## config.mk

```make
export PLATFORM = sky130hd
export DESIGN_NAME = fetch_ctrl
export DESIGN_NICKNAME = d
export VERILOG_FILES = /design/src/rtl/fetch_ctrl.sv
export SDC_FILE = /design/constraint.sdc
export NUM_CORES = 1
export LEC_CHECK = 0
export ABC_AREA = 1
export BUFFER_PORTS_ARGS = -buffer_cell sky130_fd_sc_hd__buf_4
export CAP_MARGIN = 5
export CELL_PAD_IN_SITES_DETAIL_PLACEMENT = 1
export CELL_PAD_IN_SITES_GLOBAL_PLACEMENT = 1
export CORE_MARGIN = 2
export CORE_UTILIZATION = 32
export CTS_BUF_LIST = sky130_fd_sc_hd__clkbuf_16
export DETAILED_ROUTE_END_ITERATION = 10
export PLACE_DENSITY = 0.59
export SLEW_MARGIN = 5
export SYNTH_ARGS = -nofsm -noshare
export SYNTH_HDL_FRONTEND = slang
export SYNTH_SLANG_ARGS = --single-unit
export TNS_END_PERCENT = 100
```

## constraint.sdc

```tcl
create_clock -name CLK -period 11.65 [get_ports CLK]
set_clock_uncertainty 0.15 [all_clocks]
set_input_delay 0.5825 -clock CLK [delete_from_list [all_inputs] [get_ports CLK]]
set_output_delay 0.5825 -clock CLK [all_outputs]
set_load 0.005 [all_outputs]
```

## src/rtl/fetch_ctrl.sv

```systemverilog
// Program sequencer behind the ALU: owns the fetch PC, the architectural FLAG/OVERFLOW
// registers, a branch-target lookup table and the START/DONE run handshake.
module fetch_ctrl #(
  parameter int                PC_W     = 10,
  parameter int                IDX_W    = 4,
  parameter logic [PC_W-1:0]   RESET_PC = '0
) (
  input  logic              CLK,
  input  logic              RESET,
  input  logic              START,
  input  logic              HALT,
  input  logic              BRANCH_EN,
  input  logic [IDX_W-1:0]  BRANCH_IDX,
  input  logic              LUT_WE,
  input  logic [IDX_W-1:0]  LUT_WADDR,
  input  logic [PC_W-1:0]   LUT_WDATA,
  input  logic              STATUS_WE,
  input  logic              FLAG_NEXT,
  input  logic              OVERFLOW_NEXT,
  output logic [PC_W-1:0]   PC,
  output logic              FETCH_VALID,
  output logic              FLAG,
  output logic              OVERFLOW,
  output logic              DONE,
  output logic [15:0]       CYCLE_COUNT
);

  localparam int LUT_N = 1 << IDX_W;

  typedef enum logic [1:0] {
    S_IDLE = 2'd0,
    S_RUN  = 2'd1,
    S_DONE = 2'd2
  } state_t;

  state_t            state_q, state_d;
  logic [PC_W-1:0]   pc_q, pc_d;
  logic              flag_q, flag_d;
  logic              ovf_q, ovf_d;
  logic [15:0]       cnt_q, cnt_d;
  logic [PC_W-1:0]   lut_q [LUT_N];
  logic [PC_W-1:0]   lut_d [LUT_N];
  logic [PC_W-1:0]   branch_target;

  // Branch reads the registered table, so a same-cycle write is seen only next cycle.
  assign branch_target = lut_q[BRANCH_IDX];

  always_comb begin
    state_d = state_q;
    pc_d    = pc_q;
    flag_d  = flag_q;
    ovf_d   = ovf_q;
    cnt_d   = cnt_q;
    case (state_q)
      S_IDLE, S_DONE: begin
        if (START) begin
          state_d = S_RUN;
          pc_d    = RESET_PC;
          cnt_d   = '0;
          flag_d  = 1'b0;
          ovf_d   = 1'b0;
        end
      end
      S_RUN: begin
        if (STATUS_WE) begin
          flag_d = FLAG_NEXT;
          ovf_d  = OVERFLOW_NEXT;
        end
        cnt_d = (cnt_q == 16'hFFFF) ? cnt_q : cnt_q + 16'd1;
        if (HALT) begin
          state_d = S_DONE;
        end else if (BRANCH_EN) begin
          pc_d = branch_target;
        end else begin
          pc_d = pc_q + PC_W'(1);
        end
      end
      default: begin
        state_d = S_IDLE;
      end
    endcase
  end

  always_comb begin
    for (int i = 0; i < LUT_N; i++) begin
      lut_d[i] = lut_q[i];
    end
    if (LUT_WE) begin
      lut_d[LUT_WADDR] = LUT_WDATA;
    end
  end

  always_ff @(posedge CLK or posedge RESET) begin
    if (RESET) begin
      state_q <= S_IDLE;
      pc_q    <= RESET_PC;
      flag_q  <= 1'b0;
      ovf_q   <= 1'b0;
      cnt_q   <= '0;
      for (int i = 0; i < LUT_N; i++) begin
        lut_q[i] <= '0;
      end
    end else begin
      state_q <= state_d;
      pc_q    <= pc_d;
      flag_q  <= flag_d;
      ovf_q   <= ovf_d;
      cnt_q   <= cnt_d;
      for (int i = 0; i < LUT_N; i++) begin
        lut_q[i] <= lut_d[i];
      end
    end
  end

  assign PC          = pc_q;
  assign FLAG        = flag_q;
  assign OVERFLOW    = ovf_q;
  assign CYCLE_COUNT = cnt_q;
  assign FETCH_VALID = (state_q == S_RUN);
  assign DONE        = (state_q == S_DONE);

endmodule

```

# --- After elaboration in Yosys (flattened, before gate mapping) ---
# Cells that the tools add are included.
classes:
  n_eq_ne: 8
  magnitude_cmp: 3
  muxes: 21
  addsub: 2
  reduce_logical: 8
  bitwise_logic: 2
ops:
  columns: ["operator", "n"]
  rows:
  - ["160-bit bitwise mux", 1]
  - ["10-bit 2-to-1 mux", 6]
  - ["10-bit binary-select mux with 4-bit select", 1]
  - ["10-bit demux with 4-bit select", 1]
  - ["16-bit 2-to-1 mux", 2]
  - ["16-bit one-hot mux with 2 select lines", 1]
  - ["10-bit one-hot mux with 2 select lines", 1]
  - ["16-bit by 1-bit adder with 16-bit output (second input constant)", 1]
  - ["16-bit == test (second input constant)", 1]
  - ["10-bit by 1-bit adder with 10-bit output (second input constant)", 1]
  - ["5-bit >= comparator (second input constant)", 2]
  - ["2-bit inequality test (second input constant)", 5]
  - ["4-bit NOT with 5-bit output", 2]
  - ["3-bit AND reduction", 3]
  - ["5-bit by 1-bit less-than comparator with 1-bit output (second input constant)", 1]
  - ["2-bit 2-to-1 mux", 2]
  - ["1-bit one-hot mux with 2 select lines", 2]
  - ["2-bit one-hot mux with 2 select lines", 1]
  - ["1-bit 2-to-1 mux", 3]
  - ["2-bit by 1-bit == test with 1-bit output (second input constant)", 1]
  - ["2-bit == test (second input constant)", 1]
  - ["2-bit zero test", 1]
  - ["2-bit AND reduction", 1]
  - ["2-bit nonzero test", 1]
  - ["other kinds (2)", 2]
totals:
  input_bits: 27
  reg_bits: 190
  out_inout_bits: 30

# --- Longest topological paths before layout ---
# Gate-level depths: netlist (run 1).
depth:
  depth_word: 7
  depth_mapped: 13

# --- Least setup slack after synthesis (run 1) ---
# OpenSTA, ideal clock, no wires.
synth_timing:
  kind: "input-to-reg"
  from: "input port BRANCH_IDX[0]"
  to: "register pc_q[0], in the netlist PC[0]"
  path_buffers: 3
  path_slack_ps: 9853
  t_arrival_ps: 1530
  path_stages: 12
  required_time_ps: 11384
  path_cell_list: "buf_2 > inv_2 > buf_4 > buf_4 > nor2_1 > nor2_1 > o21ai_1 > nand3_1 > nand3_1 > nand3_1 > nand2_1 > nand2_1"
synth_via:
  elab_chain_cells: 7
synth_lines:
  columns: ["item", "line_no", "rtl"]
  rows:
  - ["start: declaration", "13", "input logic [IDX_W-1:0] BRANCH_IDX,"]
  - ["4-bit NOT with 5-bit output (implied by the code)", "46", "assign branch_target = lut_q[BRANCH_IDX];"]
  - ["10-bit binary-select mux with 4-bit select", "46", null]
  - ["10-bit 2-to-1 mux (implied by the code) (2 in a row)", "46", null]
  - ["10-bit 2-to-1 mux", "72", "end else if (BRANCH_EN) begin"]
  - ["10-bit 2-to-1 mux", "70", "if (HALT) begin"]
  - ["10-bit one-hot mux with 2 select lines", "54", "case (state_q)"]
  - ["end signal: assignment", "105", "pc_q <= pc_d;"]
  - ["end: declaration", "37", "logic [PC_W-1:0] pc_q, pc_d;"]
# Every way passes these cells. The select of a mux whose other input is x is not followed.
# A chain may end at the register's enable or synchronous reset.

# --- Final worst setup path (run 1) ---
layout_timing:
  from: "input port BRANCH_IDX[0]"
  to: "register pc_q[2], in the netlist PC[2]"
# The elaborated chain is that of the path after synthesis.

==> run_results.csv, run 1 <==
group,metric,value,unit
setup_path,r2r_end,"PC[9]",
setup_path,rr_worst_depth,10,
sta,min_period_over_period,0.243,
logic_synthesis,syn_area,9150,sq um
setup_path,startpoint_type,"input port",
route,ant_nets,0,
route,wl,29100,microns
setup_path,reg2reg_slack,9.35,ns
setup_path,cp_max_fo,86,
logic_synthesis,ys_seq_elements,190,
route,drt_pre_antenna_iters,5,
clocking,cts.repair.resized,0,
logic_synthesis,synth.most_common_cell,"nand2_1",
sta,relSlewSlack,0.270,
floorplanning,rows,61,
final_layout,final_area,10300,sq um
clocking,path_clk_slew,0.08,ns
setup_path,crit_chain,"buf_4 > inv_2 > buf_4 > nand2_1 > nand3_1 > nand2_1 > nand2_1 > nand3_1 > nand3_1 > nand2_1 > nand2_1",
sta,fmaxAchievable,0.353,GHz
setup_path,cp_num_buf_inv,3,
sta,period_minus_slack,2.84,ns
logic_synthesis,synth-async-reset-ratio,1.00,
logic_synthesis,synth_edf_count,0,
power_and_ir_drop,p_leak,4.86,nW
sta,worst_pin_slew,1.09,ns
setup_path,crit_top_cell,"nand2_1",
setup_path,cp-end-kind,"flop",
floorplanning,die_area,30000,sq um
sta,tns,0,ns
place,place_area,9770,sq um
logic_synthesis,synthFlopType,"dfrtp_1",
logic_synthesis,synthTopCellsByCount,"nand2_1, o21ai_0, dfrtp_1",
place,io_buffers,56,
final_layout,final_cells,1572,
power_and_ir_drop,irDropWorstVdd,0.103,mV
grt,grt_usage,0.201,
outcome,status,"finished clean",
logic_synthesis,post-synth-top-area-fraction,0.519,
sta,rsz0062_at_grt,"false",
route,num_vias,7885,
flow_run,maxCapViolations,0,
final_layout,diodes,0,
floorplanning,core,28000,sq um
power_and_ir_drop,powerDensity,173,nW/um^2
floorplanning,die_h,173,microns
setup_path,cpPeakStageDelay,0.74,ns
clocking,ctsHtreeMaxLevel,4,
place,placed_cells,1540,
grt,first_global_vias,8080,
final_layout,drive_gt1_frac,0.0980,
final_layout,area_delta_synth_final,13.1,%
setup_path,r2r-start,"state_q[0]",
clocking,cts_buffers,17,
setup_path,path_class,"in -> reg",
setup_path,cp_top_family,"buffers and inverters",
floorplanning,die_w,173,microns
logic_synthesis,synth_top_cell_by_area,"dfrtp_1",
place,dp.final_hpwl,17900,microns
final_layout,layout.nets,1210,
setup_path,crit_required,11.84,ns
logic_synthesis,ys_seq_area_frac,0.519,
grt,antenna_found_initial,0,
clocking,cts_tree,"built",
clocking,clk_latency,0.44,ns
route,drc,0,
logic_synthesis,synthesis.instances,1176,
clocking,postCtsHoldBufs,0,
floorplanning,ios,57,
logic_synthesis,syn-mean-instance-area,7.78,sq um
route,routedWlPerCell,18.5,microns
grt,gr-total-overflow,0,
sta,slew_viol_final,0,
sta,hold-worst-slack,0.0672,ns
worst_hold_path,hold_path_class,"in -> async",
grt,grt_max_degree,87,
sta,final_hold_viol_count,0,
grt,grt_pass1_wl,46800,microns
floorplanning,initial_core_util,0.327,
clocking,clock_sinks,190,
logic_synthesis,yosys_warnings,0,
logic_synthesis,synth.distinct_cells,33,
place,gp_congestion,0.730,
logic_synthesis,ys_top_cells_by_area,"dfrtp_1, nand2_1, o21ai_0",
route,vias_per_cell,5.02,
logic_synthesis,synthesis.nets,1205,
route,drtIter0Drc,531,
clocking,clockBufferDepth,2,
clocking,cts_setup_buffers,0,
sta,setup_violations,0,
setup_path,cp.arrival,3.02,ns
clocking,cts-root-buf,"clkbuf_16",
setup_path,slowest_stage,"buf_4",
sequential cells by signal, indices dropped and copies added (netlist names):
name / flops
PC: 10
FLAG: 1
state_q: 2
OVERFLOW: 1
lut_q: 160
CYCLE_COUNT: 16
report_power, final:
group / leakage [nW] / total (mW) / internal (mW) / switching, mW
Clock: 0.275 / 0.589 / 0.303 / 0.286
Combinational: 2.17 / 0.324 / 0.126 / 0.198
Sequential: 2.42 / 0.877 / 0.791 / 0.0865
Total: 4.86 / 1.79 / 1.22 / 0.570
stage by stage:
step,worst slack [ns],power (mW),util
after CTS,8.81,1.81,0.370
after detailed placement,8.34,1.22,0.349
after global routing,8.54,1.91,0.370
after global placement,8.36,1.21,0.349
after floorplan,5.75,1.09,-
final,8.81,1.79,0.370
cell usage in the layout, fill, tap and decap left out, types with 2 or more instances in the layout:
cell        netlist  routed
a21oi_1          21      21
inv_8             0       6
nand3_1         121     121
nor2_4            2       2
nor4_2            0       2
nor3_1            6       6
xnor2_1           4       4
nor2_1           82      82
clkinvlp_4        0       3
clkbuf_16         0      17
nand2_2           2       2
nand3_2           2       2
inv_6             0       3
o21ai_0         193     193
nand2_1         364     364
o211ai_1          7       7
inv_1            68      67
nand4_1           2       2
clkinv_1          3       5
inv_2             3       3
xor2_1            8       8
buf_4             6      63
ha_1              2       2
dfrtp_1         190     190
nor2_2            2       2
o21ai_2           6       6
o21ai_1           3       3
worst register-to-register path: cells and delay by family (launching register included):
kind	cells	cell delay, ns
compound gates	1	0.07
flops	1	0.37
buf+inv	5	0.83
simple gates	4	0.77
cells by family after synthesis:
family | synth area share
AOI/OAI and AO/OA | 0.134
buffers and inverters | 0.0682
xor gates and xnor gates | 0.0115
DFF | 0.519
and+or+nand+nor | 0.264
adders and majority gates | 0.00273
metal layers:
layer | vias up | part of all wire | GRT usage
li1 | 3813 | - | -
met1 | 3953 | 0.52 | 0.298
met2 | 97 | 0.44 | 0.307
met3 | 22 | 0.024 | 0.0336
met4 | 0 | 0.012 | 0.0427
met5 | - | 0 | 0
cell type report:
cell class                      instances  area, sq um
Fill cell                            3423        17700
Sequential cell                       190         4750
Multi-Input combinational cell        835         3790
Timing Repair Buffer                   63          473
Tap cell                              378          473
Clock buffer                           17          425
Inverter                               74          285
Clock inverter                         15          151
how the worst max path moves through the flow:
stage	from	endpoint	slack [ns]	depth (start not counted)
after floorplan	RESET	CYCLE_COUNT[0]	5.75	1
after global placement	BRANCH_IDX[0]	PC[2]	8.36	11
after detailed placement	BRANCH_IDX[0]	PC[2]	8.34	11
after CTS	BRANCH_IDX[0]	PC[2]	8.81	11
after global routing	BRANCH_IDX[0]	PC[2]	8.54	11
final	BRANCH_IDX[0]	PC[2]	8.81	11
Power figures use the tool's default switching activity.
==> inputs of run 2 (changes only) <==
- PLACE_DENSITY: 0.59 -> 0.61
- clock period: 11.65 -> 2.6 ns (I/O delays scaled with it)
==> run_results.csv, run 2 (synthesis gave the netlist of run 1 again) <==
group,metric,value,unit
grt,antenna_found_initial,0,
setup_path,slowest_stage,"dlygate4sd3_1",
final_layout,drive_gt1_frac,0.113,
power_and_ir_drop,pwr-share-comb,0.185,
power_and_ir_drop,powerDensity,760,nW/um^2
sta,tns,0,ns
setup_path,crit_top_cell,"dlygate4sd3_1",
power_and_ir_drop,switching_power,2.57,mW
final_layout,area_delta_synth_final,17.6,%
place,place_area,9990,sq um
sta,slew_viol_final,0,
clocking,ctsHtreeMaxLevel,4,
sta,worst_pin_slew,0.742,ns
route,num_vias,7943,
place,dpl_worst_slack,0.418,ns
final_layout,mostFrequentLayoutCells,"nand2_1, o21ai_0, dfrtp_1, nand3_1",
clocking,clock_sinks,190,
sta,min_period_over_period,0.922,
final_layout,top_register,"lut_q",
route,drc,0,
place,io_buffers,56,
floorplanning,initial_core_util,0.327,
grt,grt_pass1_wl,47100,microns
clocking,clockBufferDepth,2,
setup_path,crit_chain,"inv_1 > nor2_1 > buf_4 > nand3_1 > dlygate4sd3_1 > nand2_1 > dlygate4sd3_1",
floorplanning,rows,61,
grt,grt_max_degree,93,
sta,fmaxAchievable,0.417,GHz
route,drt_pre_antenna_iters,4,
floorplanning,die_area,30000,sq um
final_layout,regArea,4750,sq um
sta,period_minus_slack,2.40,ns
setup_path,crit_required,2.83,ns
setup_path,cp_max_fo,18,
final_layout,fillers,3457,
flow_run,maxCapViolations,0,
route,ant_nets,0,
power_and_ir_drop,swShare,0.313,
power_and_ir_drop,power.internal,5.62,mW
route,wl,28300,microns
clocking,cts-root-buf,"clkbuf_16",
place,dp.final_hpwl,18100,microns
power_and_ir_drop,clkPwrFrac,0.338,
worst_hold_path,hold_path_class,"in -> reg",
sta,final_hold_viol_count,0,
final_layout,multiInputGateArea,3790,sq um
sta,rsz0062_at_grt,"false",
clocking,cts_tree,"built",
power_and_ir_drop,p_leak,5.08,nW
sta,fin_ws,0.202,ns
grt,grt_usage,0.198,
final_layout,layout.nets,1250,
clocking,path_clk_slew,0.07,ns
setup_path,cp.arrival,2.63,ns
final_layout,largest_reg_flops,160,
final_layout,diodes,0,
sta,relSlewSlack,0.504,
floorplanning,ios,57,
route,vias_per_cell,4.93,
clocking,cts_setup_buffers,0,
final_layout,final_area,10800,sq um
final_layout,mostFrequentLayoutCell,"nand2_1",
clocking,clk_latency,0.45,ns
route,routedWlPerCell,17.6,microns
floorplanning,die_h,173,microns
clocking,cts_buffers,17,
setup_path,path_class,"reg -> reg",
route,drtIter0Drc,495,
setup_path,startpoint_type,"flop",
power_and_ir_drop,power_frac_seq,0.477,
grt,gr-total-overflow,0,
outcome,status,"finished clean",
power_and_ir_drop,irDropWorstVdd,0.461,mV
setup_path,cp-end-kind,"flop",
place,gp_congestion,0.735,
sta,setup_violations,0,
floorplanning,core,28000,sq um
floorplanning,die_w,173,microns
grt,first_global_vias,8296,
setup_path,cpPeakStageDelay,0.57,ns
## run 2: changes by cell type in the layout (fill, tap and decap cells not counted)
cell           previous run  this run
buf_4                    63        82
dlygate4sd3_1             0        17
buf_12                    0         4
clkinv_4                  1         4
inv_8                     6         3
clkinvlp_4                3         1
bufinv_16                 1         2
clkinv_1                  5         4
clkinv_8                  0         1
inv_1                    67        68
## run 2: routing by layer
layer  track usage  up-vias  share of wire
met5             0        -              0
met4        0.0459        0          0.011
met3        0.0277       25          0.027
met2         0.317      112           0.46
met1         0.284     3931           0.51
li1              -     3875              -
## run 2: repair_timing
action	in CTS	in global routing
hold buffers	17	0
resized for setup	0	0
endpoints found under the hold margin	115	0
## run 2: final timing paths
check	startpoint	to	slack, ns	depth (start not counted)
hold reg to reg	lut_q[151]	lut_q[151]	0.33	2
min in group asynchronous	RESET	lut_q[13]	0.09	3
setup / recovery	state_q[0]	FLAG	0.20	7
setup reg to reg	state_q[0]	FLAG	0.20	7
max in group asynchronous	RESET	lut_q[68]	1.37	4
hold / removal	BRANCH_IDX[3]	PC[3]	0.08	5
## run 2: power groups by stage
stage	registers, mW	clock network (mW)	logic, mW
4_1_cts	3.90	2.83	1.55
3_3_place_gp	3.94	0	1.47
5_1_grt	3.99	2.95	1.78
6_report	3.90	2.77	1.51
2_1_floorplan	3.87	0	1.03
3_5_place_dp	3.96	0	1.51
## run 2: final cells by class
class,instances,area share
clock buffers,17,0.0395
repair buffers,103,0.0804
flip-flops and latches,190,0.442
inverters,74,0.0261
well taps,378,0.0439
multi-input cells,835,0.352
clock inverters,15,0.0166
## run 2: through the flow
stage,utilization,cells,hold slack [ns],total power [mW]
6_report,0.384,1612,0.0807,8.18
5_1_grt,0.384,1612,0.104,8.72
4_1_cts,0.384,1612,0.0604,8.27
3_5_place_dp,0.357,1563,-0.00469,5.46
3_3_place_gp,0.357,1563,-0.000506,5.40
2_1_floorplan,-,1176,0.0747,4.90
## run 2: worst max-delay path: cells and delay by family, from the launching register on
kind | cells | cell delay [ns]
buffers and inverters | 4 | 1.46
DFF | 1 | 0.37
and+or+nand+nor | 3 | 0.36
